[src/rtl/gate3_chk_pkg.sv]
// gate3_chk_pkg: shared types and constants for the 3-input cell checker.
//   - state_t      : checker FSM states
//   - VEC_COUNT    : number of input vectors per sweep
//   - *_TT         : truth tables, bit i = expected y for {c,b,a} == i
//   - GRAY_MAP     : step -> vector table for the low-power Gray-order sweep
//                    (used when GATE3_CHK_GRAY_EN is defined)
package gate3_chk_pkg;

  typedef enum logic [1:0] {
    IDLE   = 2'd0,
    APPLY  = 2'd1,
    SAMPLE = 2'd2,
    DONE   = 2'd3
  } state_t;

  localparam int         VEC_COUNT = 8;
  localparam logic [2:0] LAST_STEP = 3'd7;
  localparam logic [2:0] VEC_FIRST = 3'b000;

  localparam logic [7:0] NAND3_TT = 8'h7F;
  localparam logic [7:0] NOR3_TT  = 8'h01;
  localparam logic [7:0] AND3_TT  = 8'h80;

  // Entry k (bits 3k+2..3k) is the vector applied at step k: 0,1,3,2,6,7,5,4.
  localparam logic [23:0] GRAY_MAP = {3'd4, 3'd5, 3'd7, 3'd6, 3'd2, 3'd3, 3'd1, 3'd0};

  function automatic logic [2:0] gray_of_step(input logic [2:0] step);
    return GRAY_MAP[int'(step) * 3 +: 3];
  endfunction

endpackage

[src/rtl/gate3_vec_seq.sv]
// gate3_vec_seq: step counter and step -> vector mapping for one sweep.
// Order is binary 0..7 by default, Gray 0,1,3,2,6,7,5,4 when the macro
// GATE3_CHK_GRAY_EN is defined.
// Ports:
//   clk, rst  : clock, synchronous active-high reset
//   clr       : return to step 0 (new sweep accepted)
//   adv       : advance one step (end of a hold window)
//   next_vec  : vector for the step after the current one
//   last      : current step is the final one of the sweep
module gate3_vec_seq
  import gate3_chk_pkg::*;
(
  input  logic       clk,
  input  logic       rst,
  input  logic       clr,
  input  logic       adv,
  output logic [2:0] next_vec,
  output logic       last
);

  logic [2:0] step_r;
  logic [2:0] step_nxt_s;

  function automatic logic [2:0] map_step(input logic [2:0] step);
`ifdef GATE3_CHK_GRAY_EN
    return gray_of_step(step);
`else
    return step;
`endif
  endfunction

  // Step counter: cleared on a new sweep, advanced once per hold window.
  always_ff @(posedge clk) begin
    if (rst) begin
      step_r <= 3'd0;
    end else if (clr) begin
      step_r <= 3'd0;
    end else if (adv) begin
      step_r <= step_nxt_s;
    end else begin
      step_r <= step_r;
    end
  end

  // Next-step vector and last-step flag.
  always_comb begin
    step_nxt_s = step_r + 3'd1;
    next_vec   = map_step(step_nxt_s);
    last       = (step_r == LAST_STEP);
  end

endmodule

[config.mk]
export PLATFORM = sky130hd
export DESIGN_NAME = gate3_vec_seq
export DESIGN_NICKNAME = d
export VERILOG_FILES = /design/src/rtl/gate3_chk_pkg.sv /design/src/rtl/gate3_vec_seq.sv
export SDC_FILE = /design/constraint.sdc
export NUM_CORES = 1
export LEC_CHECK = 0
export ABC_AREA = 1
export CAP_MARGIN = 5
export CORE_AREA = 2 2 39 41
export DETAILED_ROUTE_END_ITERATION = 6
export DIE_AREA = 0 0 41 43
export PLACE_DENSITY = 0.36
export SLEW_MARGIN = 20
export SYNTH_ARGS = -nofsm -noshare
export SYNTH_HDL_FRONTEND = slang
export SYNTH_SLANG_ARGS = --single-unit
[constraint.sdc]
create_clock -name clk -period 1.2 [get_ports clk]
set_input_delay 0.3 -clock clk [delete_from_list [all_inputs] [get_ports clk]]
set_output_delay 0.3 -clock clk [all_outputs]
set_load 0.01 [all_outputs]
==> results_dict.tcl, run 1 <==
set metrics [dict create \
    run_status "complete, but fails checks" \
    violations "setup timing" \
    netlist_instances 23 \
    vias 170 \
    final_core_util 0.226 \
    count_of_hold_fix_buffers_inserted_at_cts 0 \
    clock_network_latency_to_the_later_pin_of_the_worst_skew_pair_ns 0.23 \
    dieWidth_um 41 \
    synth.area.top_cells "dfxtp_1 39%, nand2_1 17%, ha_1 16%" \
    final.setup.worst_slack_ns -0.168 \
    grt_pass1_vias 158 \
    area_growth_pct 102 \
    critical_path_peak_fanout 2 \
    leakagePower_nw 0.142 \
    period_needed_ns 1.37 \
    grt_pass1_wl_um 558 \
    cts_htree_levels 1 \
    io_buffer_count 7 \
    critical_path.endpoint_type "primary output" \
    floorplan_core_area_mm2 0.00138 \
    pwr_density_cell_mw_per_mm2 1100 \
    cts_inserted_buffers 3 \
    grt_antenna_before_repair 0 \
    timing.max_cap.violations 0 \
    hp_class "reg2reg" \
    max_freq_ghz 0.731 \
    postSynthRegisterBits 3 \
    synth.yosys.warnings 0 \
    grt_usage 0.0561 \
    mappedNetlistArea_um2 155 \
    biggest_register "step_r" \
    drt_first_pass_iters 3 \
    place.detailed.hpwl_um 270 \
    start_kind "register" \
    worst_clock_skew_ns 0.00269 \
    ir_worst_vdd_v 0.000362 \
    final_nets 43 \
    synth_area_leader_cell "dfxtp_1" \
    start_util 0.112 \
    crit_required_ns 0.90 \
    timing.critical_path.to "next_vec[2]" \
    grt_setup_unrepaired "true" \
    total_wirelength_of_the_detailed_routed_design_um 333 \
    slew_viol_final 0 \
    timing.rr.start "step_r[1]" \
    post_synth_num_cell_types 7 \
    io_pins 8 \
    finalHoldWorstSlack_ns 0.506 \
    final.period_utilization 1.14 \
    ff2ff_setup_slack_ns 0.19 \
    total_die_area_mm2 0.00176 \
    largest_register_ff_count 3 \
    routedWlPerCell_um 6.40 \
    synth.avg_cell_area_um2 6.75 \
    fin_tns_setup_ns -0.258 \
    timing.critical_path.from "step_r[1]" \
    clockBufferDepth 2 \
    post_synthesis_sequential_area_ratio 0.387 \
    die_h_um 43 \
    place_congestion 0.574 \
    core.rowCount 14 \
    reg2reg_to "step_r[2]" \
    fraction_of_final_layout_cells_sized_beyond_drive_strength_1 0.444 \
    cts_num_sinks 3 \
    drtAntennaViolNets 0 \
    netlist.area_leader.share 0.387 \
    route.detailed.vias_per_inst 3.27 \
    drt_drc_violations_left 0 \
    setup.worst_path.class "reg2out" \
    worst-r2r-cell-count 6 \
    worstPathArrival_ns 1.07 \
    setup_viol 3 \
    largestRegisters "step_r x3" \
    cts-root-buf "clkbuf_4" \
    timing.max_slew.rel_slack 0.857 \
    total_power_mw 0.344 \
    syn_nets 29 \
    grt.overflow.total 0 \
    cts_tree "done" \
    slew_at_the_pin_closest_to_its_max_slew_limit_ns 0.213 \
    num_antenna_cells 0 \
    drt_iter0_drc 4 \
    clk_pin_slew_worst_setup_hold_paths_ns 0.04 \
    timing_hold_violations_final 0 \
    maximum_number_of_pins_on_one_net_before_global_route_repair 7 \
]
-- repair_timing --
| action | in CTS | in global routing |
|---|---|---|
| buffers inserted | 0 | 0 |
| endpoints found under the setup margin | 4 | 4 |
| pin swaps | 2 | 0 |
| gates resized for setup | 24 | 1 |
-- routing by layer --
metal | track usage | wire length (µm) | up-vias
met2 | 0.0625 | 160 | 7
met5 | 0 | 0 | -
met3 | 0.0471 | 31 | 2
met1 | 0.0479 | 130 | 68
li1 | - | - | 93
met4 | 0.0800 | 10 | 0
-- layout by cell type, fill, tap and decap left out, drive strengths merged --
master,n
dfxtp,3
inv,5
nand2,7
nor2,6
clkdlybuf4s50,3
clkbuf,4
buf,6
ha,2
-- synthesized netlist by cell type --
master   instances
nor2_1           5
nand2_1          7
inv_2            1
ha_1             2
inv_1            4
nor2_2           1
dfxtp_1          3
-- worst max-delay path, stage by stage (launching register included) --
cell and delay [ns]:
dfxtp_2 0.33, ha_4 0.16, ha_4 0.26, buf_6 0.09
-- cell type report --
type | count | area (µm²)
Multi-Input combinational cell | 15 | 101
Tap cell | 16 | 20.0
Timing Repair Buffer | 9 | 83.8
Sequential cell | 3 | 62.6
Inverter | 5 | 18.8
Fill cell | 166 | 1070
Clock buffer | 4 | 26.3
-- cell families (layout without fill, tap and decap cells) --
kind of cell  after synthesis  after routing  synth area share
simple gates               13             13             0.331
buf+inv                     5             18             0.121
flops                       3              3             0.387
fa+ha+maj                   2              2             0.161
-- power by group --
| group | internal [mW] | switching [mW] |
|---|---|---|
| sequential | 0.105 | 0.00397 |
| clock | 0.125 | 0.0541 |
| combinational | 0.0328 | 0.0227 |
| total | 0.263 | 0.0808 |
-- how the worst min path moves through the flow --
stage / from / endpoint / slack [ns] / cells after the start
2_1_floorplan: adv / step_r[1] / 0.43 / 2
3_3_place_gp: step_r[2] / step_r[2] / 0.47 / 2
3_5_place_dp: step_r[2] / step_r[2] / 0.48 / 2
4_1_cts: step_r[1] / step_r[1] / 0.51 / 2
5_1_grt: step_r[1] / step_r[1] / 0.54 / 2
6_report: step_r[1] / step_r[1] / 0.51 / 2
-- metrics by stage --
step                      setup WS (ns)  area, µm²  instances
after floorplan                  0.0908        155         23
after global placement           -0.412        260         48
after detailed placement         -0.416        260         48
after CTS                        -0.178        313         52
after global routing             -0.198        313         52
final                            -0.168        313         52
(Power assumes the default switching activity.)
==> inputs of run 2 (changes only) <==
REMOVE_ABC_BUFFERS = 1   (was not set)
==> results of run 2 <==
No change in the layout: final DEF, timing and power equal those of run 1.
==> inputs of run 3 (changes only) <==
==> constraint.sdc (replaced) <==
create_clock -name clk -period 1.2 [get_ports clk]
set_input_delay 0.24 -clock clk [delete_from_list [all_inputs] [get_ports clk]]
set_output_delay 0.24 -clock clk [all_outputs]
set_load 0.01 [all_outputs]
==> run 3 against run 2 <==
Critical path type unchanged. Register-to-register slack barely moved. Highest routed layer unchanged. The flow still finishes with violations (setup timing). Cell area is the same. Routed wire length did not move. Combinational power decreased by 0.9%. First-iteration DRC count did not move. Power fell by 0.12%.
==> results_dict.tcl, run 3 (synthesis results as in run 1) <==
set metrics [dict create \
    drt_first_pass_iters 3 \
    dp_cells 48 \
    hp_class "reg2reg" \
    total_wirelength_of_the_detailed_routed_design_um 333 \
    slew_viol_final 0 \
    final.setup.worst_slack_ns -0.108 \
    dieWidth_um 41 \
    grt-busiest-layer "met4" \
    largestRegisters "step_r x3" \
    drtAntennaViolNets 0 \
    final_cells 52 \
    timing_hold_violations_final 0 \
    biggest_register "step_r" \
    cell_depth_of_the_worst_setup_path 3 \
    core.rowCount 14 \
    timing.max_slew.rel_slack 0.857 \
    drt_iter0_drc 4 \
    max_freq_ghz 0.765 \
    violations "setup timing" \
    timing.rr.start "step_r[1]" \
    grt_pass1_vias 158 \
    cts_inserted_buffers 3 \
    maximum_number_of_pins_on_one_net_before_global_route_repair 7 \
    slew_at_the_pin_closest_to_its_max_slew_limit_ns 0.213 \
    grt_pass1_wl_um 558 \
    routedWlPerCell_um 6.40 \
    fillers 166 \
    reg2reg_to "step_r[2]" \
    cts_tree "done" \
    grt_usage 0.0561 \
    grtUsageMet3 0.0471 \
    finalHoldWorstSlack_ns 0.506 \
    clk_pin_slew_worst_setup_hold_paths_ns 0.04 \
    period_needed_ns 1.31 \
    crit_required_ns 0.96 \
    layout_common_cells "7 x nand2_1, 5 x nor2_1, 4 x inv_1" \
    num_antenna_cells 0 \
    cpLargestDelayFamily "adder cells" \
    clock_network_latency_to_the_later_pin_of_the_worst_skew_pair_ns 0.23 \
    run_status "complete, but fails checks" \
    setup.worst_path.class "reg2out" \
    cts_num_sinks 3 \
    mostFrequentLayoutCell "nand2_1" \
    final.period_utilization 1.09 \
    worst-r2r-cell-count 6 \
    cp_cell_sequence "ha_4 -> ha_4 -> buf_6" \
    critical_path.endpoint_type "primary output" \
    area_growth_pct 102 \
    groute.layer.met1.usage 0.0479 \
    clockBufferDepth 2 \
    vias 170 \
    cts_htree_levels 1 \
    grt_antenna_before_repair 0 \
    total_power_mw 0.343 \
    grt_setup_unrepaired "true" \
    crit_path_slowest_cell "dfxtp_2" \
    total_die_area_mm2 0.00176 \
    place.detailed.hpwl_um 270 \
    fin_tns_setup_ns -0.124 \
    timing.critical_path.from "step_r[1]" \
    ir_worst_vdd_v 0.000362 \
    worst_clock_skew_ns 0.00269 \
    timing.critical_path.to "next_vec[2]" \
    drt_drc_violations_left 0 \
    grt.met2_usage 0.0625 \
    postCtsSetupRepairBufs 0 \
    crit_buf_inv 1 \
    route.detailed.vias_per_inst 3.27 \
    setup_viol 2 \
    leakagePower_nw 0.142 \
    largest_register_ff_count 3 \
    fraction_of_final_layout_cells_sized_beyond_drive_strength_1 0.417 \
    grt.overflow.total 0 \
    start_util 0.112 \
    die_h_um 43 \
    path_common_cell "ha_4" \
    start_kind "register" \
    ff2ff_setup_slack_ns 0.19 \
    place_congestion 0.574 \
    io_buffer_count 7 \
    pwr_density_cell_mw_per_mm2 1100 \
    floorplan_core_area_mm2 0.00138 \
    max_stage_delay_ns 0.33 \
    final_nets 43 \
    timing.max_cap.violations 0 \
    critical_path_peak_fanout 2 \
    cts-root-buf "clkbuf_4" \
    io_pins 8 \
    worstPathArrival_ns 1.07 \
    count_of_hold_fix_buffers_inserted_at_cts 0 \
]
## run 3: cell counts in the layout (fill, tap and decap cells not counted)
No cell type changed its count.
## run 3: worst min path at each step
stage	from	slack (ns)	endpoint	cells past startpoint
2_1_floorplan	adv	0.37	step_r[1]	2
3_3_place_gp	step_r[2]	0.47	step_r[2]	2
3_5_place_dp	step_r[2]	0.48	step_r[2]	2
4_1_cts	step_r[1]	0.51	step_r[1]	2
5_1_grt	step_r[1]	0.54	step_r[1]	2
6_report	step_r[1]	0.51	step_r[1]	2
## run 3: repair_timing
item	4_1_cts	5_1_grt
setup endpoints to repair	4	3
resized for setup	23	1
pin swaps	2	0
gates cloned	0	0
## run 3: report_power, final
| group | switching (mW) | internal (mW) |
|---|---|---|
| logic | 0.0224 | 0.0327 |
| clock network | 0.0541 | 0.125 |
| registers | 0.00397 | 0.105 |
| total | 0.0806 | 0.263 |
## run 3: area by class of cell
cell class / count / area [µm²] / area share
inverter: 5 / 18.8 / 0.0600
timing repair buffer: 9 / 83.8 / 0.268
clock buffer: 4 / 26.3 / 0.0840
multi-input combinational: 15 / 101 / 0.324
tap: 16 / 20.0 / 0.0640
sequential: 3 / 62.6 / 0.200
## run 3: metal layers
metal | up-vias | part of all wire | wire length, µm
li1 | 93 | - | -
met1 | 68 | 0.39 | 130
met2 | 7 | 0.48 | 160
met3 | 2 | 0.093 | 31
met4 | 0 | 0.030 | 10
met5 | - | 0 | 0
## run 3: metrics by stage
step            util  instance area (µm²)  setup WS, ns
2_1_floorplan      -                  155         0.105
3_3_place_gp   0.188                  260        -0.352
3_5_place_dp   0.188                  260        -0.356
4_1_cts        0.222                  307        -0.118
5_1_grt        0.226                  313        -0.138
6_report       0.226                  313        -0.108
## run 3: worst register-to-register path, delay by kind of cell, from the launching register on
family                   cells  cell delay, ns
buffers and inverters        1            0.04
adder cells (fa/ha/maj)      2            0.42
flip-flops                   1            0.33
AND/OR/NAND/NOR              3            0.17
